--- config.mk ---
export PLATFORM = sky130hd
export DESIGN_NAME = delay_sum_beamformer
export DESIGN_NICKNAME = d
export VERILOG_FILES = /design/src/rtl/delay_sum_beamformer.sv
export SDC_FILE = /design/constraint.sdc
export NUM_CORES = 1
export LEC_CHECK = 0
export BUFFER_PORTS_ARGS = -buffer_cell sky130_fd_sc_hd__buf_4
export CORE_ASPECT_RATIO = 0.6
export CORE_UTILIZATION = 64
export CTS_BUF_LIST = sky130_fd_sc_hd__clkbuf_4 sky130_fd_sc_hd__clkbuf_8
export CTS_CLUSTER_SIZE = 25
export DETAILED_ROUTE_END_ITERATION = 8
export PLACE_DENSITY = 0.82
export SLEW_MARGIN = 0
export SYNTH_ARGS = -nofsm -noshare
export SYNTH_HDL_FRONTEND = slang
export SYNTH_SLANG_ARGS = --single-unit
--- constraint.sdc ---
create_clock -name clk -period 5.8 [get_ports clk]
set_input_delay 0.87 -clock clk [delete_from_list [all_inputs] [get_ports clk]]
set_output_delay 0.87 -clock clk [all_outputs]
set_load 0.02 [all_outputs]
--- src/rtl/delay_sum_beamformer.sv ---
// Delay-and-sum beamformer core.
// Each channel keeps a circular history buffer and has a programmable integer
// sample delay. The delayed samples of all channels are added at full
// precision into one registered beam sample. A fill counter masks history
// that has not been written since reset.
module delay_sum_beamformer #(
  parameter  int NUM_CHANNELS = 2,
  parameter  int SAMPLE_BITS  = 8,
  parameter  int MAX_DELAY    = 10,
  localparam int CH_BITS      = (NUM_CHANNELS > 1) ? $clog2(NUM_CHANNELS) : 1,
  localparam int DLY_BITS     = $clog2(MAX_DELAY + 1),
  localparam int SUM_BITS     = SAMPLE_BITS + $clog2(NUM_CHANNELS)
) (
  input  logic                                 clk,
  input  logic                                 reset,
  input  logic                                 in_valid,
  input  logic [NUM_CHANNELS*SAMPLE_BITS-1:0]  in_data,
  input  logic                                 cfg_we,
  input  logic [CH_BITS-1:0]                   cfg_ch,
  input  logic [DLY_BITS-1:0]                  cfg_delay,
  output logic                                 out_valid,
  output logic [SUM_BITS-1:0]                  out_sum,
  output logic                                 out_primed
);

  localparam int PTR_BITS = (MAX_DELAY > 1) ? $clog2(MAX_DELAY) : 1;

  logic [SAMPLE_BITS-1:0] r_ram [NUM_CHANNELS][MAX_DELAY];
  logic [DLY_BITS-1:0]    r_delay [NUM_CHANNELS];
  logic [PTR_BITS-1:0]    r_wr_ptr;
  logic [DLY_BITS-1:0]    r_fill;
  logic                   r_out_valid;
  logic [SUM_BITS-1:0]    r_out_sum;
  logic                   r_out_primed;

  logic [SUM_BITS-1:0]    w_sum;
  logic [SAMPLE_BITS-1:0] w_term;
  logic [DLY_BITS-1:0]    w_ptr_ext;
  logic [DLY_BITS-1:0]    w_rd_idx;
  logic [PTR_BITS-1:0]    w_ptr_nxt;
  logic [DLY_BITS-1:0]    w_fill_nxt;
  logic [DLY_BITS-1:0]    w_cfg_dly;

  // Select each channel's delayed term (bypass, buffered, or masked) and sum them
  always_comb begin
    w_sum     = '0;
    w_term    = '0;
    w_rd_idx  = '0;
    w_ptr_ext = DLY_BITS'(r_wr_ptr);
    for (int unsigned k = 0; k < NUM_CHANNELS; k++) begin
      w_term = in_data[k*SAMPLE_BITS +: SAMPLE_BITS];
      if (r_delay[k] != '0) begin
        // Modular read index; a delay equal to MAX_DELAY lands on the slot
        // about to be overwritten, so its old value is read this cycle.
        w_rd_idx = (w_ptr_ext >= r_delay[k]) ? (w_ptr_ext - r_delay[k])
                                              : (w_ptr_ext + DLY_BITS'(MAX_DELAY) - r_delay[k]);
        w_term   = (r_delay[k] > r_fill) ? '0 : r_ram[k][PTR_BITS'(w_rd_idx)];
      end
      w_sum = w_sum + SUM_BITS'(signed'(w_term));
    end
  end

  // Pointer wrap, saturating fill and clamped config delay
  always_comb begin
    w_ptr_nxt  = (r_wr_ptr == PTR_BITS'(MAX_DELAY - 1)) ? '0 : r_wr_ptr + PTR_BITS'(1);
    w_fill_nxt = (r_fill == DLY_BITS'(MAX_DELAY)) ? r_fill : r_fill + DLY_BITS'(1);
    w_cfg_dly  = (cfg_delay > DLY_BITS'(MAX_DELAY)) ? DLY_BITS'(MAX_DELAY) : cfg_delay;
  end

  // History buffer write; contents are never cleared, the fill counter masks them
  always_ff @(posedge clk) begin
    if (in_valid && !reset) begin
      for (int unsigned k = 0; k < NUM_CHANNELS; k++) begin
        r_ram[k][r_wr_ptr] <= in_data[k*SAMPLE_BITS +: SAMPLE_BITS];
      end
    end
  end

  // Control state, delay registers and registered outputs
  always_ff @(posedge clk) begin
    if (reset) begin
      for (int unsigned k = 0; k < NUM_CHANNELS; k++) begin
        r_delay[k] <= '0;
      end
      r_wr_ptr     <= '0;
      r_fill       <= '0;
      r_out_valid  <= 1'b0;
      r_out_sum    <= '0;
      r_out_primed <= 1'b0;
    end else begin
      r_out_valid <= in_valid;
      if (in_valid) begin
        r_out_sum <= w_sum;
        r_wr_ptr  <= w_ptr_nxt;
        r_fill    <= w_fill_nxt;
        if (w_fill_nxt == DLY_BITS'(MAX_DELAY)) begin
          r_out_primed <= 1'b1;
        end
      end
      // Out-of-range channel indices match no register and are dropped
      if (cfg_we) begin
        for (int unsigned k = 0; k < NUM_CHANNELS; k++) begin
          if (cfg_ch == CH_BITS'(k)) begin
            r_delay[k] <= w_cfg_dly;
          end
        end
      end
    end
  end

  assign out_valid  = r_out_valid;
  assign out_sum    = r_out_sum;
  assign out_primed = r_out_primed;

endmodule

; Word level (Yosys, flattened, before mapping)
; Memories as Yosys holds them, arrays and structs flattened.
; Index checks and enable logic that the tools add are counted.
[totals]
ramBits = 168
ff_bits = 19
out_inout_bits = 11
n_memories = 2
[classes]
n_mux = 31
order_cmp = 9
eq_ne = 3
addsub = 8
n_bitwise = 5
reduce_logical = 6
[memory_table]
columns = name, depth, width, read_ports, rd_ports_with_merged_regs, write_ports, line_no
row1 = r_ram, 2, 80, 2, 0, 2, 28  ; logic [SAMPLE_BITS-1:0] r_ram [NUM_CHANNELS][MAX_DELAY];
row2 = r_delay, 2, 4, 2, 0, 2, 29  ; logic [DLY_BITS-1:0] r_delay [NUM_CHANNELS];
[op_table]
columns = cell, count
row1 = two-way mux 80 bit, 1
row2 = two-way mux 8 bit, 9
row3 = binary-select mux 8 bit (select 4 bit), 2
row4 = demux 8 bit (select 4 bit), 1
row5 = two-way mux 4 bit, 7
row6 = subtractor 4 bit, 4
row7 = >= comparator 5 bit (second input constant), 3
row8 = NOT 4 -> 5 bit, 3
row9 = equality test 4 bit (second input constant), 3
row10 = two-way mux 1 bit, 11
row11 = adder 8 x 8 -> 9 bit, 1
row12 = adder 4 x 1 -> 4 bit (second input constant), 2
row13 = >= comparator 4 bit, 2
row14 = greater-than comparator 4 bit, 2
row15 = nonzero test 4 bit, 2
row16 = < comparator 5 x 1 -> 1 bit (second input constant), 1
row17 = adder 4 bit (second input constant), 1
row18 = greater-than comparator 4 bit (second input constant), 1
row19 = logical AND 1 bit, 2
row20 = bitwise OR 1 bit, 2
row21 = AND reduction 2 bit, 1
row22 = zero test 1 bit, 1

; Logic depth before layout (Yosys ltp)
[logic_depth]
word_depth = 10
mapped_depth = 19
mapped_depth_nobuf = 17

; Worst setup path after synthesis
; Ideal clock, no wire load.
[synth_path]
kind = reg-to-reg
start = reg r_wr_ptr[1]
end = reg r_out_sum[7], in the netlist out_sum[7]
t_arrival_ns = 4.455
setup_time_ns = 0.122
setup_slack_ns = 1.223
synth_period_minus_slack_ns = 4.577
n_path_buf = 1
required_time_ns = 5.678
stages_incl_launch_ff = 15
path_cell_list = dfxtp_1 -> clkbuf_1 -> inv_1 -> fa_1 -> nor2_1 -> a211oi_4 -> mux4_1 -> mux2i_1 -> o221ai_1 -> ha_1 -> a21o_1 -> a21oi_1 -> o21ai_0 -> or4_1 -> a311o_1
[synth_via]
elab_chain_len = 10
word_cells_on_any_way = 22
cone_classes = add/sub: 6 / order compare: 2 / mux: 12 / bitwise: 2
[synth_lines]
columns = item, line_no
row1 = from (decl), 30  ; logic [PTR_BITS-1:0] r_wr_ptr;
row2 = from (signal assigned), 94  ; r_wr_ptr <= w_ptr_nxt;
row3 = adder 4 bit, 56  ; : (w_ptr_ext + DLY_BITS'(MAX_DELAY) - r_delay[k]);
row4 = subtractor 4 bit, 56
row5 = two-way mux 4 bit, 55  ; w_rd_idx = (w_ptr_ext >= r_delay[k]) ? (w_ptr_ext - r_delay[k])
row6 = NOT 4 -> 5 bit (not written as such), 57  ; w_term = (r_delay[k] > r_fill) ? '0 : r_ram[k][PTR_BITS'(w_rd_idx)];
row7 = binary-select mux 8 bit (select 4 bit), 57
row8 = two-way mux 8 bit (not written as such) (2 in a row), 57
row9 = two-way mux 8 bit, 57
row10 = two-way mux 8 bit, 52  ; if (r_delay[k] != '0) begin
row11 = adder 8 x 8 -> 9 bit (*), 59  ; w_sum = w_sum + SUM_BITS'(signed'(w_term));
row12 = to (signal assigned), 93  ; r_out_sum <= w_sum;
row13 = to (decl), 33  ; logic [SUM_BITS-1:0] r_out_sum;
; Every way passes the cells marked *; elsewhere a longest branch is shown, timed or not. The select of a mux whose other input is x is not followed.
; A chain may end at the register's enable or synchronous reset.

; Worst setup path in the final report
[layout_path]
start = reg r_wr_ptr[0]
end = reg r_out_sum[7], in the netlist out_sum[7]
; Same word-level chain as after synthesis.

==> results by group <==
Status
  – Outcome: complete, but fails checks
  – Violated checks: DRC

Final layout
  – Final non-filler cell total: a little over 800
  – Number of nets at the end of the flow: slightly below 700
  – Antenna Diode Count: 0
  – Area added between synthesis and finish: 10.72%
  – Fraction of layout instances using a drive strength above 1: 0.1630

Power and ir drop
  – Internal portion of total power: around 2200 uW
  – Maximum VDD drop: between 0.0002 and 0.00025 V
  – Gate power share: 0.241
  – Fraction of power spent switching nets: 0.3090
  – Leakage power: about 0.0037 uW
  – Flop pwr share: 0.489
  – Power share of the clock group: 0.270
  – Switching power summed over all nets: between 900 and 1000 uW
  – Pwr per Cell Area: 324.8 mW/mm^2

Synth
  – Sequential cell area fraction in the yosys report: 0.6247
  – Post-Synthesis Cell Area: approximately 0.0087 mm^2
  – Post-synth ARST share: 0
  – Proportion of netlist area held by the largest area contributor: 0.5809
  – Number of synthesized flops with an enable pin: between 150 and 200
  – Leading cell types by total area after synthesis: sky130_fd_sc_hd__edfxtp_1 58%, sky130_fd_sc_hd__mux2i_1 9.7%, sky130_fd_sc_hd__ha_1 4.5%, sky130_fd_sc_hd__dfxtp_1 4.4%, sky130_fd_sc_hd__mux4_1 3.3%
  – Synthesized area divided by synthesized cell count: 15.05 um^2
  – Main flop type after synthesis: sky130_fd_sc_hd__edfxtp_1
  – Cell with the most instances after synthesis: sky130_fd_sc_hd__edfxtp_1
  – Number of synthesized register bits: roughly 190
  – Number of distinct library cells after synthesis: 52
  – Count of mapped cells out of synthesis: just under 600
  – Total nets after synthesis: between 600 and 700
  – Most numerous cell types in the synthesized netlist: 168 x sky130_fd_sc_hd__edfxtp_1, 84 x sky130_fd_sc_hd__mux2i_1, 36 x sky130_fd_sc_hd__nand2_1, 35 x sky130_fd_sc_hd__nor2_1, 31 x sky130_fd_sc_hd__ha_1
  – Cell type with the largest total area after synthesis: sky130_fd_sc_hd__edfxtp_1
  – Yosys warns: 0

STA
  – Worst slew pin tran: approximately 1 ns
  – Final Critical Period: between 5 and 6 ns
  – Setup tns final: 0 ns
  – Number of max-slew violations in the final report: 0
  – Setup ws final: 0.5946 ns
  – Period utilisation layout: 0.8975
  – Timing-limited maximum frequency: 0.1921 GHz
  – Count of final setup violators: 0
  – Final clock skew: 0.01568 ns
  – Final hold viol count: 0
  – Unrepaired setup endpoints after global routing: false
  – Final hold slack: approximately 0.5 ns
  – Max-Slew Margin vs Limit: 0.3181

Place
  – Total of buffers placed on input and output ports: 35
  – Total instance count after detailed placement: between 700 and 800
  – Setup Slack @ Placement: a little under 0.7 ns
  – Placer's final routability congestion estimate: ~0.90
  – Hpwl dp: ~12 mm

Setup path
  – Maximum fanout encountered on the critical timing path: 10
  – Worst path max stage delay: 0.62 ns
  – Critical path cell sequence: inv_1 -> ha_1 -> fa_1 -> nor2_1 -> a211oi_4 -> buf_4 -> mux4_1 -> mux2i_1 -> o221ai_1 -> ha_1 -> a21oi_1 -> o21ai_0 -> or4_1 -> a311o_1
  – Type of origin of the critical path: flip-flop
  – CP endpoint kind: flip-flop
  – Worst flop-to-flop path endpoint: out_sum[7]$_SDFFE_PP0P_
  – Register-to-Register Path Depth: 14
  – CP Class: flip-flop to flip-flop
  – Launch point of the worst reg-to-reg path: r_wr_ptr[0]$_SDFFE_PP0P_
  – Dominant cell type by count on the critical path: sky130_fd_sc_hd__ha_1
  – Worst endpoint data arrival time: 5.56 ns
  – Data required, critical path: approximately 6.2 ns
  – Critical path buffer and inverter count: 2
  – Top cell family by delay on the critical path: compound AO/OA/AOI/OAI gates
  – Cell type of the slowest stage on the worst timing path: sky130_fd_sc_hd__fa_1
  – Worst-case register-to-register setup slack: roughly 0.6 ns

Die
  – Die area: 0.01405 mm^2
  – Number of placement rows: 32
  – Area of the placeable core: about 0.013 mm^2
  – I/O pins: 36
  – Die outline height: ~92 um
  – Width of the die: 152.4 um
  – Initial Util: 0.6654

Clock network
  – CTS HTree Levels: 4
  – Clk Latency, worst-skew pair: 0.46 ns
  – Cts hold-fix bufs: 0
  – Post-CTS setup buffer count: 0
  – CTS Root Cell: sky130_fd_sc_hd__clkbuf_8
  – TritonCTS clock tree: done
  – # clock sinks: between 150 and 200
  – Clock-pin slew reported for the worst setup and hold paths after clock tree synthesis: approximately 0.11 ns
  – Total CTS buffers: 17
  – Number of buffers on the longest clock path: 2
  – Post-cts resize count: 0

Routing
  – Total routed wirelength: between 15 and 20 mm
  – Post-route DRC: 1
  – Total iterations of the first detailed-routing run: 7
  – Routed WL per cell: around 23 um
  – Via Count: 5194
  – Drt first-iter violations: 322
  – Ratio of routed vias to standard cells: between 6 and 7
  – Remaining antenna violation count after routing: 0

Global routing
  – Via count of the first global-routing pass: 5165
  – First-pass GRT wire length: about 29 mm
  – Largest net degree at the start of global routing: 33
  – Initial antenna violation count: 0
  – Global-route total usage across every layer: 0.2858
  – Total global routing overflow: 0

Min path
  – Type of the most critical hold path: flip-flop to flip-flop
  – Critical hold path startpoint: out_primed$_SDFFE_PP0P_
  – Worst hold stages: 2
  – Hold path endpoint: out_primed$_SDFFE_PP0P_

Run
  – Maximum Capacitance Violations: 0
==> worst reg2reg max path: cells and delay by family (launching register included) <==
| kind | cells | cell delay (ns) |
|---|---|---|
| mux | 2 | 0.73 |
| flops | 1 | 0.58 |
| simple gates | 2 | 0.58 |
| compound gates | 5 | 1.43 |
| buf+inv | 2 | 0.52 |
| fa+ha+maj | 3 | 1.28 |
==> how the worst max path moves through the flow <==
stage          slack [ns]                 endpoint                     start  cells after the start
2_1_floorplan        1.22  out_sum[7]$_SDFFE_PP0P_  r_wr_ptr[1]$_SDFFE_PP0P_                     14
3_3_place_gp         0.90  out_sum[7]$_SDFFE_PP0P_  r_wr_ptr[0]$_SDFFE_PP0P_                     15
3_5_place_dp         0.68  out_sum[7]$_SDFFE_PP0P_  r_wr_ptr[0]$_SDFFE_PP0P_                     14
4_1_cts              0.66  out_sum[7]$_SDFFE_PP0P_  r_wr_ptr[0]$_SDFFE_PP0P_                     14
5_1_grt              0.28  out_sum[7]$_SDFFE_PP0P_  r_wr_ptr[0]$_SDFFE_PP0P_                     15
6_report             0.59  out_sum[7]$_SDFFE_PP0P_  r_wr_ptr[0]$_SDFFE_PP0P_                     14
==> metal layers <==
metal | global-route usage | part of all wire
met1 | 0.4173 | 0.46
met2 | 0.4205 | 0.45
met3 | 0.06994 | 0.079
met4 | 0.1029 | 0.014
met5 | 0 | 0
==> layout by cell type, fill, tap and decap left out, types with 4 or more instances in the layout <==
cell type                  netlist  final
sky130_fd_sc_hd__edfxtp_1      168    168
sky130_fd_sc_hd__mux2i_1        84     84
sky130_fd_sc_hd__buf_4           0     54
sky130_fd_sc_hd__nand2_1        36     36
sky130_fd_sc_hd__nor2_1         35     35
sky130_fd_sc_hd__ha_1           31     31
sky130_fd_sc_hd__inv_1          23     23
sky130_fd_sc_hd__a21oi_1        20     20
sky130_fd_sc_hd__dfxtp_1        19     19
sky130_fd_sc_hd__o221ai_1       18     18
sky130_fd_sc_hd__clkbuf_8        0     17
sky130_fd_sc_hd__o21ai_0        12     12
sky130_fd_sc_hd__xnor2_1        11     11
sky130_fd_sc_hd__mux4_1         11     11
sky130_fd_sc_hd__xor2_1          6      6
sky130_fd_sc_hd__a21o_1          6      6
sky130_fd_sc_hd__inv_8           0      6
sky130_fd_sc_hd__nor3b_1         5      5
sky130_fd_sc_hd__nor3_1          7      5
sky130_fd_sc_hd__mux4_2          5      5
sky130_fd_sc_hd__fa_1            5      5
sky130_fd_sc_hd__o21a_1          4      4
sky130_fd_sc_hd__nand3_1         4      4
==> kinds of logic after synthesis <==
| logic type | share of synthesized area |
|---|---|
| AO/OA/AOI/OAI | 0.07045 |
| buffers and inverters | 0.02161 |
| flip-flops | 0.6247 |
| multiplexers | 0.1444 |
| AND/OR/NAND/NOR | 0.06556 |
| adder cells (fa/ha/maj) | 0.05619 |
| XOR/XNOR | 0.01714 |
==> sequential cells by signal, summed over array words and instances (netlist names) <==
register / cells
out_sum: 9
r_fill: 4
r_ram: 160
out_primed: 1
r_wr_ptr: 4
r_delay: 8
out_valid: 1
==> per-stage QoR <==
stage / power, uW / instance area [um^2] / utilization
finish: 3123 / 9615 / 0.7367
global route: 3239 / 9615 / 0.7367
floorplan: 2088 / 8685 / -
detailed placement: 2296 / 9224 / 0.7067
global placement: 2274 / 9224 / 0.7067
CTS: 3130 / 9615 / 0.7367
==> final cells by class <==
class | count | area (um^2)
Timing Repair Buffer | 54 | 405.4
Sequential cell | 187 | 5425
Clock buffer | 18 | 241.5
Fill cell | 783 | 3437
Tap cell | 170 | 212.7
Multi-Input combinational cell | 348 | 3094
Clock inverter | 14 | 150.1
Inverter | 23 | 86.33
==> power by group through the flow <==
stage	registers (uW)	clock network (uW)	logic, uW
floorplan	1570	0	521
global placement	1560	0	716
detailed placement	1560	0	739
CTS	1530	858	745
global route	1530	902	805
finish	1530	843	751
No activity file was read; power rests on OpenSTA's default activity.
